## src/rtl/nr_div_pkg.sv

```systemverilog
// rtl/nr_div_pkg.sv - shared types and width helpers for the non-restoring divider
package nr_div_pkg;

  localparam int DEFAULT_W = 8;

  typedef enum logic [1:0] {IDLE, CALC, FIX, DONE} state_t;

  function automatic int cnt_width(input int w);
    return $clog2(w + 1);
  endfunction

  function automatic logic [31:0] max_pos(input int w);
    return (32'd1 << (w - 1)) - 32'd1;
  endfunction

  function automatic logic [31:0] min_neg(input int w);
    return 32'd1 << (w - 1);
  endfunction

endpackage

```

## src/rtl/nr_div_step.sv

```systemverilog
// rtl/nr_div_step.sv - one combinational non-restoring add/sub-and-shift iteration
module nr_div_step
  import nr_div_pkg::*;
#(
  parameter int W = DEFAULT_W
) (
  input  logic [W:0]   p_in,
  input  logic         bit_in,
  input  logic [W-1:0] d_in,
  output logic [W:0]   p_out,
  output logic         q_bit
);

  logic [W:0] p_sh;
  logic [W:0] d_ext;

  assign p_sh  = {p_in[W-1:0], bit_in};
  assign d_ext = {1'b0, d_in};
  assign p_out = p_in[W] ? (p_sh + d_ext) : (p_sh - d_ext);
  assign q_bit = ~p_out[W];

endmodule

```

## src/rtl/nr_seq_divider.sv

```systemverilog
// rtl/nr_seq_divider.sv - sequential signed non-restoring divider, one step per clock
// NRDIV_SAT_EN selects saturating overflow / divide-by-zero quotients.
module nr_seq_divider
  import nr_div_pkg::*;
#(
  parameter int W = DEFAULT_W
) (
  input  logic         clk,
  input  logic         rst,
  input  logic         start,
  input  logic [W-1:0] dividend,
  input  logic [W-1:0] divisor,
  output logic         busy,
  output logic         done,
  output logic [W-1:0] quotient,
  output logic [W-1:0] remainder,
  output logic         div_by_zero
);

  localparam int CW = cnt_width(W);
`ifdef NRDIV_SAT_EN
  localparam logic [W-1:0] Q_MAX = W'(max_pos(W));
  localparam logic [W-1:0] Q_MIN = W'(min_neg(W));
`endif

  state_t          state_q, state_d;
  logic [W:0]      p_q, p_d;
  logic [W-1:0]    q_q, q_d, d_q, d_d;
  logic [CW-1:0]   cnt_q, cnt_d;
  logic            neg_dvd_q, neg_dvd_d, neg_quo_q, neg_quo_d, dz_q, dz_d;
  logic            busy_q, busy_d, done_q, done_d, dbz_q, dbz_d;
  logic [W-1:0]    quo_q, quo_d, rem_q, rem_d;

  logic [W:0]      step_p;
  logic            step_qb;
  logic [W-1:0]    dvd_mag, dsr_mag, rem_mag, quo_fix, rem_fix;

  nr_div_step #(.W(W)) u_step (
    .p_in  (p_q),
    .bit_in(q_q[W-1]),
    .d_in  (d_q),
    .p_out (step_p),
    .q_bit (step_qb)
  );

  assign dvd_mag = dividend[W-1] ? -dividend : dividend;
  assign dsr_mag = divisor[W-1]  ? -divisor  : divisor;

  // Remainder correction fits in W bits since the corrected value is below |divisor|.
  assign rem_mag = p_q[W] ? (p_q[W-1:0] + d_q) : p_q[W-1:0];

  always_comb begin
    if (dz_q) begin
      rem_fix = neg_dvd_q ? -q_q : q_q;
`ifdef NRDIV_SAT_EN
      quo_fix = neg_dvd_q ? Q_MIN : Q_MAX;
`else
      quo_fix = '1;
`endif
    end else begin
      rem_fix = neg_dvd_q ? -rem_mag : rem_mag;
      quo_fix = neg_quo_q ? -q_q : q_q;
`ifdef NRDIV_SAT_EN
      if (!neg_quo_q && q_q[W-1]) quo_fix = Q_MAX;
`endif
    end
  end

  always_comb begin
    state_d   = state_q;
    p_d       = p_q;
    q_d       = q_q;
    d_d       = d_q;
    cnt_d     = cnt_q;
    neg_dvd_d = neg_dvd_q;
    neg_quo_d = neg_quo_q;
    dz_d      = dz_q;
    busy_d    = busy_q;
    done_d    = 1'b0;
    dbz_d     = dbz_q;
    quo_d     = quo_q;
    rem_d     = rem_q;
    case (state_q)
      IDLE: begin
        if (start) begin
          busy_d    = 1'b1;
          dbz_d     = 1'b0;
          p_d       = '0;
          q_d       = dvd_mag;
          d_d       = dsr_mag;
          cnt_d     = CW'(W);
          neg_dvd_d = dividend[W-1];
          neg_quo_d = dividend[W-1] ^ divisor[W-1];
          dz_d      = (divisor == '0);
          // Zero divisor skips the iterations but still passes through FIX for result selection.
          state_d   = (divisor == '0) ? FIX : CALC;
        end
      end
      CALC: begin
        p_d   = step_p;
        q_d   = {q_q[W-2:0], step_qb};
        cnt_d = cnt_q - CW'(1);
        if (cnt_q == CW'(1)) state_d = FIX;
      end
      FIX: begin
        quo_d   = quo_fix;
        rem_d   = rem_fix;
        dbz_d   = dz_q;
        done_d  = 1'b1;
        state_d = DONE;
      end
      DONE: begin
        busy_d  = 1'b0;
        state_d = IDLE;
      end
      default: state_d = IDLE;
    endcase
  end

  always_ff @(posedge clk) begin
    if (rst) begin
      state_q   <= IDLE;
      p_q       <= '0;
      q_q       <= '0;
      d_q       <= '0;
      cnt_q     <= '0;
      neg_dvd_q <= 1'b0;
      neg_quo_q <= 1'b0;
      dz_q      <= 1'b0;
      busy_q    <= 1'b0;
      done_q    <= 1'b0;
      dbz_q     <= 1'b0;
      quo_q     <= '0;
      rem_q     <= '0;
    end else begin
      state_q   <= state_d;
      p_q       <= p_d;
      q_q       <= q_d;
      d_q       <= d_d;
      cnt_q     <= cnt_d;
      neg_dvd_q <= neg_dvd_d;
      neg_quo_q <= neg_quo_d;
      dz_q      <= dz_d;
      busy_q    <= busy_d;
      done_q    <= done_d;
      dbz_q     <= dbz_d;
      quo_q     <= quo_d;
      rem_q     <= rem_d;
    end
  end

  assign busy        = busy_q;
  assign done        = done_q;
  assign quotient    = quo_q;
  assign remainder   = rem_q;
  assign div_by_zero = dbz_q;

endmodule

```

## config.mk

```make
export PLATFORM = sky130hd
export DESIGN_NAME = nr_seq_divider
export DESIGN_NICKNAME = d
export VERILOG_FILES = /design/src/rtl/nr_div_pkg.sv /design/src/rtl/nr_div_step.sv /design/src/rtl/nr_seq_divider.sv
export SDC_FILE = /design/constraint.sdc
export NUM_CORES = 1
export LEC_CHECK = 0
export ABC_AREA = 1
export BUFFER_PORTS_ARGS = -buffer_cell sky130_fd_sc_hd__buf_2
export CAP_MARGIN = 10
export CORE_MARGIN = 10
export CORE_UTILIZATION = 60
export CTS_BUF_LIST = sky130_fd_sc_hd__clkbuf_16
export DETAILED_ROUTE_END_ITERATION = 10
export GPL_TIMING_DRIVEN = 0
export HOLD_SLACK_MARGIN = 0.08
export MAX_ROUTING_LAYER = met4
export PLACE_DENSITY = 0.87
export SYNTH_ARGS = -nofsm -noshare
export SYNTH_HDL_FRONTEND = slang
export SYNTH_HIERARCHICAL = 1
export SYNTH_SLANG_ARGS = --single-unit
```

## constraint.sdc

```tcl
create_clock -name clk -period 4.03 [get_ports clk]
set_input_delay 1.0075 -clock clk [delete_from_list [all_inputs] [get_ports clk]]
set_output_delay 1.0075 -clock clk [all_outputs]
set_load 0.05 [all_outputs]
```

[Yosys cells after proc, flatten, opt, wreduce, memory -nomap -nowiden]
Index checks and enable logic that the tools add are counted.
Operators by class
  add/sub/neg operators: 8
  eq/ne operators: 6
  muxes and demuxes: 24
  bitwise operators: 2
  reductions and logical operators: 10
Operators by type and width (number)
  $mux W8: 9
  $neg A8 Y8: 4
  $mux W9: 2
  $pmux W9 S2: 1
  $pmux W8 S2: 1
  $reduce_and A2 Y1: 5
  $add A9 B8 Y9: 1
  $sub A9 B8 Y9: 1
  $add A8 B8 Y8: 1
  $logic_not A8 Y1: 1
  $pmux W2 S4: 1
  $pmux W4 S2: 1
  $mux W2: 3
  $reduce_bool A2 Y1: 3
  $eq A2 B2 Y1 const B: 2
  $eq A4 B1 Y1 const B: 1
  $mux W4: 1
  $ne A2 B2 Y1 const B: 2
  $pmux W1 S2: 2
  $sub A4 B1 Y4 const B: 1
  $mux W1: 3
  $eq A2 B1 Y1 const B: 1
  $logic_not A2 Y1: 1
  $not A1 Y1: 1
  $xor A1 B1 Y1: 1
Storage, ports and cells
  bits in registers: 53
  output and inout bits: 19
  word-level logic and storage cells: 63

[Logic depth before layout (Yosys ltp)]
Gate-level depths: netlist of run 1.
  depth in word-level cells: 5
  depth in mapped cells: 16

[Hierarchy]
The synthesis of run 1 kept the hierarchy.
By module, submodules not included
  nr_seq_divider: times used 1, cells each 467, area each 3236.9 um^2
  nr_div_step: times used 1, cells each 101, area each 584.3 um^2

[Worst setup path after synthesis of run 1]
No wires, ideal clock.
  path kind: reg2reg
  from: register d_q[1]
  to: register q_q[0]
  library setup time: 74 ps
  arrival: 2079 ps
  required time: 3956 ps
  setup slack: 1877 ps
  stages on the path, launching flop included: 16
  buffers on the path: 0
  cell sequence: dfxtp_1 -> inv_1 -> ha_1 -> inv_1 -> o21ai_0 -> inv_1 -> fa_1 -> inv_1 -> nand3_1 -> nand2_2 -> nand2_1 -> nand2_1 -> nand3_1 -> nand2_1 -> nand2_1 -> a31oi_1
Between the ends
  cells in the longest elaborated chain, start to end: 4
RTL lines
  start, declared: RTL line nr_seq_divider.sv:28  | logic [W-1:0] q_q, q_d, d_q, d_d;
  start signal, assigned: RTL line nr_seq_divider.sv:125  | d_q <= '0;
  start signal, assigned: RTL line nr_seq_divider.sv:139  | d_q <= d_d;
  $sub A9 B8 Y9 / $add A9 B8 Y9 (equally long branches): RTL line nr_div_step.sv:19  | assign p_out = p_in[W] ? (p_sh + d_ext) : (p_sh - d_ext);
  $mux W9 (*): RTL line nr_div_step.sv:19
  $not A1 Y1 (*): RTL line nr_div_step.sv:20  | assign q_bit = ~p_out[W];
  net step_qb: RTL line nr_seq_divider.sv:35  | logic step_qb;
  $pmux W8 S2 (*): RTL line nr_seq_divider.sv:83  | case (state_q)
  end signal, assigned: RTL line nr_seq_divider.sv:138  | q_q <= q_d;
  end, declared: RTL line nr_seq_divider.sv:28
The timed path passes the listed nets; every way through them passes the cells marked *.
A chain may end at the register's enable or synchronous reset.

[Worst setup path after layout of run 1]
Ends and elaborated chain as after synthesis.

==> impl_results.md, run 1 <==
* Number of synthesized flops with an enable pin at 0
* Worst-case clock buffer depth at 2
* Clk Latency, worst-skew pair at between 200 and 300 ps
* # fillers at between 500 and 600
* # Post-CTS Setup Buffers at 0
* Post-DP HPWL at ~7600 um
* H-tree depth at 2
* CP delay by family, top: adder cells
* First drt pass iteration count at 5
* Vias in the first global route at ~3,800
* Diode count at 0
* Critical-path cell list: inv_1 > ha_1 > inv_1 > o21ai_0 > inv_1 > fa_1 > inv_1 > nand3_1 > nand2_2 > nand2_1 > nand2_1 > nand3_1 > nand2_1 > nand2_1 > a31oi_1
* RR Endpoint: q_q[0]
* Num rows at 29
* Core Area at roughly 6300 um2
* Tmin final at between 2000 and 3000 ps
* Die area at between 9000 and 10,000 um2
* Post-route clock skew at 5.315 ps
* Period utilisation layout at roughly two thirds
* Least-Margin Pin Slew at about 630 ps
* Share of cells above drive strength 1 at a little over an eighth
* Max-Cap Viols at 0
* Final Slew Violations at 0
* Nets@finish at 656
* Setup TNS at 0 ps
* First-pass GRT wire length at about 16,000 um
* Min-delay src: cnt_q[3]
* Synth Warn # at 6
* Worst path slowest cell: dfxtp_1
* Post-CTS sizing at 0
* CTS root buf: clkbuf_16
* CP max stage delay at 460 ps
* DR vias/cell at slightly below 6
* I/O Pins at 38
* Count leader, synth: nand2_1
* FF-to-FF Start: d_q[1]
* Static Leak at ~2.0 nW
* Post-Syn Area per Cell at between 6 and 7 um2
* Crit path launch type: register
* Initial Utilization at approximately three fifths
* GRT Residual Overflow at 0
* WP buf/inv at 4
* Routability cong. at 0.9342
* Post-synth top cells: 125 x nand2_1, 67 x inv_1, 55 x a21oi_1
* Yosys cell types at 40
* Reg2reg setup slack at ~1300 ps
* Ranking of synthesized cells by area: dfxtp_1 28%, nand2_1 12%, ha_1 8.5%
* CP endpoint: q_q[0]
* Area growth, synth to finish at 11.33%
* WS Path Type: register to register
* Worst Path Required at roughly 4300 ps
* Largest net degree at the start of global routing at 17
* Post-synthesis sequential area ratio at ~28%
* Worst hold slack at around 480 ps
* Initial antenna violation count at 0
* Finish-stage setup viols at 0
* Hold WC Path Type: register to register
* Worst vdd ir at around 0.45 mV
* CTS Hold Bufs at 0
* Pwr Total at around 0.0037 W
* Worst path depth at 15
* Port Buffers at 34
* Primary FF master, synth: dfxtp_1
* Top cell type's share of synthesized area at 27.77%
* Synth Register Bits at 53
* WP data arrival at ~2900 ps
* Mapped cell area at roughly 3800 um2
* Routed wire length at 9874 um
* Post-Synthesis Cells at 568
* CP max FO at 5
* Worst R2R Path Depth at 15
* Die X at around 100 um
* Inserted Clock Buffers at 5
* Final hold vios at 0
* DRC Markers at 0
* Height of the die at between 90 and 100 um
* Net Count, Synth at 615
* DR WL/cell at 14.37 um
* Relative slew margins at between 50 and 60%
* RSZ-0062 raised after global routing: false
* Total track usage at ~20%
* Critical path origin: d_q[1]
* ANT nets after route at 0
* Detailed-route via count at roughly 4,000
* CTS Sinks at 53
* Status: complete, no violations
* CTS clock-pin slew for the worst setup and hold paths at around 70 ps
* DRT iter0 DRCs at roughly 230
* Post-synth top area cell: dfxtp_1
* TritonCTS clock tree: done
* FMAX at between 0.3 and 0.4 GHz
* Pwr dens at just under 900 nW/um2
* CP endpoint kind: register
* Fraction of registers with async set/reset at 0%
## per-stage QoR
stage / util [%] / cell area (um2) / cells / setup slack, ps
2_1_floorplan: - / 3821 / 568 / 1877
6_report: 67.77 / 4254 / 687 / 1340
4_1_cts: 67.77 / 4254 / 687 / 1395
3_3_place_gp: 65.12 / 4088 / 679 / 1610
3_5_place_dp: 65.12 / 4088 / 679 / 1541
5_1_grt: 67.77 / 4254 / 687 / 1174
## area by class of cell
class / count / area (um2) / area share (%)
tap: 77 / 96.34 / 2.265
multi-input combinational: 417 / 2381 / 55.97
clock inverter: 3 / 41.29 / 0.9706
timing repair buffer: 34 / 170.2 / 4.000
inverter: 78 / 292.8 / 6.882
buffer: 20 / 86.33 / 2.029
sequential: 53 / 1061 / 24.94
clock buffer: 5 / 125.1 / 2.941
## cell families (layout without fill, tap and decap cells)
| logic type | after synthesis | in the layout | share of synthesized area (%) |
|---|---|---|---|
| AO/OA/AOI/OAI | 140 | 140 | 20.66 |
| AND/OR/NAND/NOR | 224 | 224 | 26.36 |
| XOR/XNOR | 25 | 25 | 5.730 |
| flip-flops | 53 | 53 | 27.77 |
| adder cells (fa/ha/maj) | 28 | 28 | 9.561 |
| buffers and inverters | 98 | 140 | 9.921 |
## worst min-delay path, delay by kind of cell, from the launching register on
kind            cells  cell delay (ps)
compound gates      1               60
flops               1              310
simple gates        1               60
## report_power, final
group          internal (W)  switching, W
logic              0.000793       0.00150
registers          0.000701      0.000202
clock network      0.000291      0.000201
## flip-flops by register name, indices dropped and copies added, names as in the netlist, 2 cells and up
name,flops
q_q,8
p_q,9
remainder,8
state_q,2
d_q,8
cnt_q,4
quotient,8
## how the worst min path moves through the flow
stage	cells after the start	slack (ps)	to
floorplan	2	450	cnt_q[3]
global placement	2	470	cnt_q[3]
detailed placement	2	470	cnt_q[3]
CTS	2	480	cnt_q[3]
global route	2	500	cnt_q[3]
finish	2	480	cnt_q[3]
## layer usage
metal / part of all wire, % / global-route usage (%)
met2: 48 / 33.20
met5: 0 / -
met4: 1.7 / 5.623
met3: 7.5 / 3.709
met1: 43 / 23.81
## cell usage in the layout (no fill, tap or decap), types with 2 or more instances in the layout
cell type,n
a21o_1,2
a21oi_1,55
a21oi_2,2
a31oi_1,13
and2_1,2
buf_2,40
clkbuf_1,12
clkbuf_16,5
clkinv_1,2
dfxtp_1,53
fa_1,2
ha_1,26
inv_1,67
inv_2,10
nand2_1,125
nand2_2,6
nand3_1,35
nand3_2,5
nand3b_1,2
nor2_1,26
nor2_2,4
nor2_4,2
nor3_1,6
nor4_1,3
o211ai_1,9
o21ai_0,42
o21ai_1,7
o22ai_1,2
o31ai_1,3
or2_1,6
xnor2_1,7
xor2_1,18
(Power assumes the default switching activity.)
==> inputs of run 2 (changes only) <==
--- a/config.mk
+++ b/config.mk
@@ -9,13 +9,13 @@
 export BUFFER_PORTS_ARGS = -buffer_cell sky130_fd_sc_hd__buf_2
 export CAP_MARGIN = 10
 export CORE_MARGIN = 10
-export CORE_UTILIZATION = 60
+export CORE_UTILIZATION = 54
 export CTS_BUF_LIST = sky130_fd_sc_hd__clkbuf_16
 export DETAILED_ROUTE_END_ITERATION = 10
 export GPL_TIMING_DRIVEN = 0
 export HOLD_SLACK_MARGIN = 0.08
 export MAX_ROUTING_LAYER = met4
-export PLACE_DENSITY = 0.87
+export PLACE_DENSITY = 0.83
 export SYNTH_ARGS = -nofsm -noshare
 export SYNTH_HDL_FRONTEND = slang
 export SYNTH_HIERARCHICAL = 1
==> constraint.sdc (replaced) <==
create_clock -name clk -period 2.2 [get_ports clk]
set_input_delay 0.55 -clock clk [delete_from_list [all_inputs] [get_ports clk]]
set_output_delay 0.55 -clock clk [all_outputs]
set_load 0.05 [all_outputs]
==> run 2 against run 1 <==
  * Sequential cell count did not move
  * Global-route usage fell by 1.1 points
  * Die area rose by 8.8%
  * Hold slack improved by 33 ps
  * Critical path depth fell by 3
  * The flow now finishes with violations (negative setup slack)
  * Clock skew rose by 7.5 ps
  * Setup slack got worse by 1500 ps
  * Sequential power rose by 87%
  * Sequential share of layout area fell by 1.2 points
  * Design area rose by 6.9%
==> impl_results.md, run 2 (synthesized netlist as in run 1, its figures left out) <==
* Die area at 10,840 um2 (was 9961 um2)
* GRT Residual Overflow at 0 (unchanged)
* GRT busiest layer: met2 (unchanged)
* Final hold vios at 0 (unchanged)
* Worst vdd ir at 0.7784 mV (was 0.4537 mV)
* Worst Path Required at 2430 ps (was 4250 ps)
* Pwr dens at 1641 nW/um2 (was 867.1 nW/um2)
* FF-to-FF Start: d_q[0] (was d_q[1])
* Total track usage at 18.76% (was 19.87%)
* First-pass GRT wire length at 17,290 um (was 16,460 um)
* Critical-path cell list: ha_4 > fa_1 > o21ai_4 > ha_2 > inv_2 > nor2_1 > nand3_1 > nor2_1 > nand2_1 > nand4_1 > nand3_2 > a21oi_2 (was inv_1 > ha_1 > inv_1 > o21ai_0 > inv_1 > fa_1 > inv_1 > nand3_1 > nand2_2 > nand2_1 > nand2_1 > nand3_1 > nand2_1 > nand2_1 > a31oi_1)
* Pwr Total at 0.007460 W (was 0.003689 W)
* Share of cells above drive strength 1 at 21.21% (was 13.11%)
* Routed wire length at 10,980 um (was 9874 um)
* H-tree depth at 2 (unchanged)
* Setup WS pre-CTS at -318.7 ps (was 1541 ps)
* CP max FO at 3 (was 5)
* CP endpoint kind: register (unchanged)
* WP data arrival at 2560 ps (was 2910 ps)
* Design area at 4546 um2 (was 4254 um2)
* Port Buffers at 34 (unchanged)
* Setup TNS at -225.3 ps (was 0 ps)
* Die X at 104.1 um (was 99.81 um)
* Worst-case clock buffer depth at 2 (unchanged)
* Most frequent CP cell: nor2_1
* Worst path slowest cell: fa_1 (was dfxtp_1)
* CP max stage delay at 480 ps (was 460 ps)
* Min-delay src: cnt_q[2] (was cnt_q[3])
* Period utilisation layout at 106.0% (was 66.74%)
* Area growth, synth to finish at 18.96% (was 11.33%)
* Largest net degree at the start of global routing at 17 (unchanged)
* RSZ-0062 raised after global routing: true (was false)
* Vias in the first global route at 3,861 (was 3,821)
* Tmin final at 2332 ps (was 2690 ps)
* Area of the multi-input gates at 2487 um2 (was 2381 um2)
* Initial antenna violation count at 0 (unchanged)
* Status: finished, violations left (was complete, no violations)
* Detailed-route via count at 4,167 (was 3,976)
* Height of the die at 104.1 um (was 99.81 um)
* Commonest non-fill, non-tap cell in the layout: nand2_1 (unchanged)
* DRC Markers at 0 (unchanged)
* Placed Area at 4111 um2 (was 4088 um2)
* Post-route clock skew at 12.85 ps (was 5.315 ps)
* ANT nets after route at 0 (unchanged)
* DR WL/cell at 15.19 um (was 14.37 um)
* Routing usage on met3 at 3.717% (was 3.709%)
* # fillers at 552 (was 532)
* I/O Pins at 38 (unchanged)
* Met2 Use GR at 32.30% (was 33.20%)
* Largest Register: p_q (unchanged)
* Final Util at 66.54% (was 67.77%)
* Inserted Clock Buffers at 5 (unchanged)
* Largest register FFs at 9 (unchanged)
* Core Area at 6832 um2 (was 6277 um2)
* TritonCTS clock tree: done (unchanged)
* Clk Latency, worst-skew pair at 300 ps (was 290 ps)
* First drt pass iteration count at 5 (unchanged)
* Relative slew margins at 62.26% (was 57.88%)
* Failing checks: negative setup slack
* M1 GR Usage at 22.16% (was 23.81%)
* FMAX at 0.4289 GHz (was 0.3718 GHz)
* Initial Utilization at 55.93% (was 60.87%)
* WS Path Type: register to register (unchanged)
* Final WS setup at -131.6 ps (was 1340 ps)
* Post-DP HPWL at 7656 um (was 7610 um)
* Max-Cap Viols at 0 (unchanged)
* DR vias/cell at 5.763 (was 5.787)
* DRT iter0 DRCs at 328 (was 232)
* CTS Sinks at 53 (unchanged)
* Finish-stage setup viols at 3 (was 0)
* Nets@finish at 673 (was 656)
* Least-Margin Pin Slew at 566.2 ps (was 631.8 ps)
* Num rows at 30 (was 29)
* CTS root buf: clkbuf_16 (unchanged)
* Diode count at 0 (unchanged)
* Crit path launch type: register (unchanged)
* Critical path origin: d_q[0] (was d_q[1])
* Routability cong. at 0.9252 (was 0.9342)
* Final Slew Violations at 0 (unchanged)
* CTS clock-pin slew for the worst setup and hold paths at 80 ps (was 70 ps)
* Commonest cells after routing, fill and taps aside: 123 x nand2_1, 59 x inv_1, 50 x a21oi_1 (was 125 x nand2_1, 67 x inv_1, 55 x a21oi_1)
* Hold WC Path Type: register to register (unchanged)
* Sequential Area at 1081 um2 (was 1061 um2)
* Static Leak at 2.141 nW (was 2.033 nW)
[run 2: cell count changes in the layout (fill, tap and decap cells not counted), sizes merged]
cell      change
inv           +1
clkinvlp      -1
buf          +17
[run 2: layout make-up]
class,count,area share (%)
clock inverter,3,0.9359
buffer,20,1.899
timing repair buffer,51,6.716
inverter,78,6.551
clock buffer,5,2.753
sequential,53,23.78
tap,96,2.642
multi-input combinational,417,54.72
[run 2: through the flow]
step	hold slack, ps	instances
6_report	511.0	723
5_1_grt	531.2	723
4_1_cts	510.9	715
3_5_place_dp	492.8	698
3_3_place_gp	469.6	698
2_1_floorplan	453.4	568
[run 2: what timing repair did]
item | CTS | global route
pin swaps | 11 | 37
hold buffers | 0 | 0
setup endpoints to repair | 8 | 10
setup buffers | 9 | 8
gates resized for setup | 18 | 34
[run 2: critical path, delay by kind of cell (launching register included)]
family	cells	cell delay (ps)
and+or+nand+nor	6	700
AOI/OAI and AO/OA	2	320
DFF	1	370
adders and majority gates	3	850
buffers and inverters	1	40
[run 2: report_power, final]
group	internal, W	switching [W]	leakage [nW]
registers	0.00130	0.000391	0.438
clock network	0.000536	0.000368	0.0852
logic	0.00181	0.00305	1.62
[run 2: worst paths after layout]
kind                                endpoint  slack (ps)  cells past startpoint
worst max-delay path            remainder[6]        -130                     12
worst min-delay path                cnt_q[2]         510                      2
worst max register to register  remainder[6]        -130                     12
worst min register to register      cnt_q[2]         510                      2
[run 2: layer usage]
metal	vias to the layer above	share of wire [%]
li1	2000	-
met1	1934	42
met2	207	49
met3	26	7.5
met4	0	2.1
met5	-	0
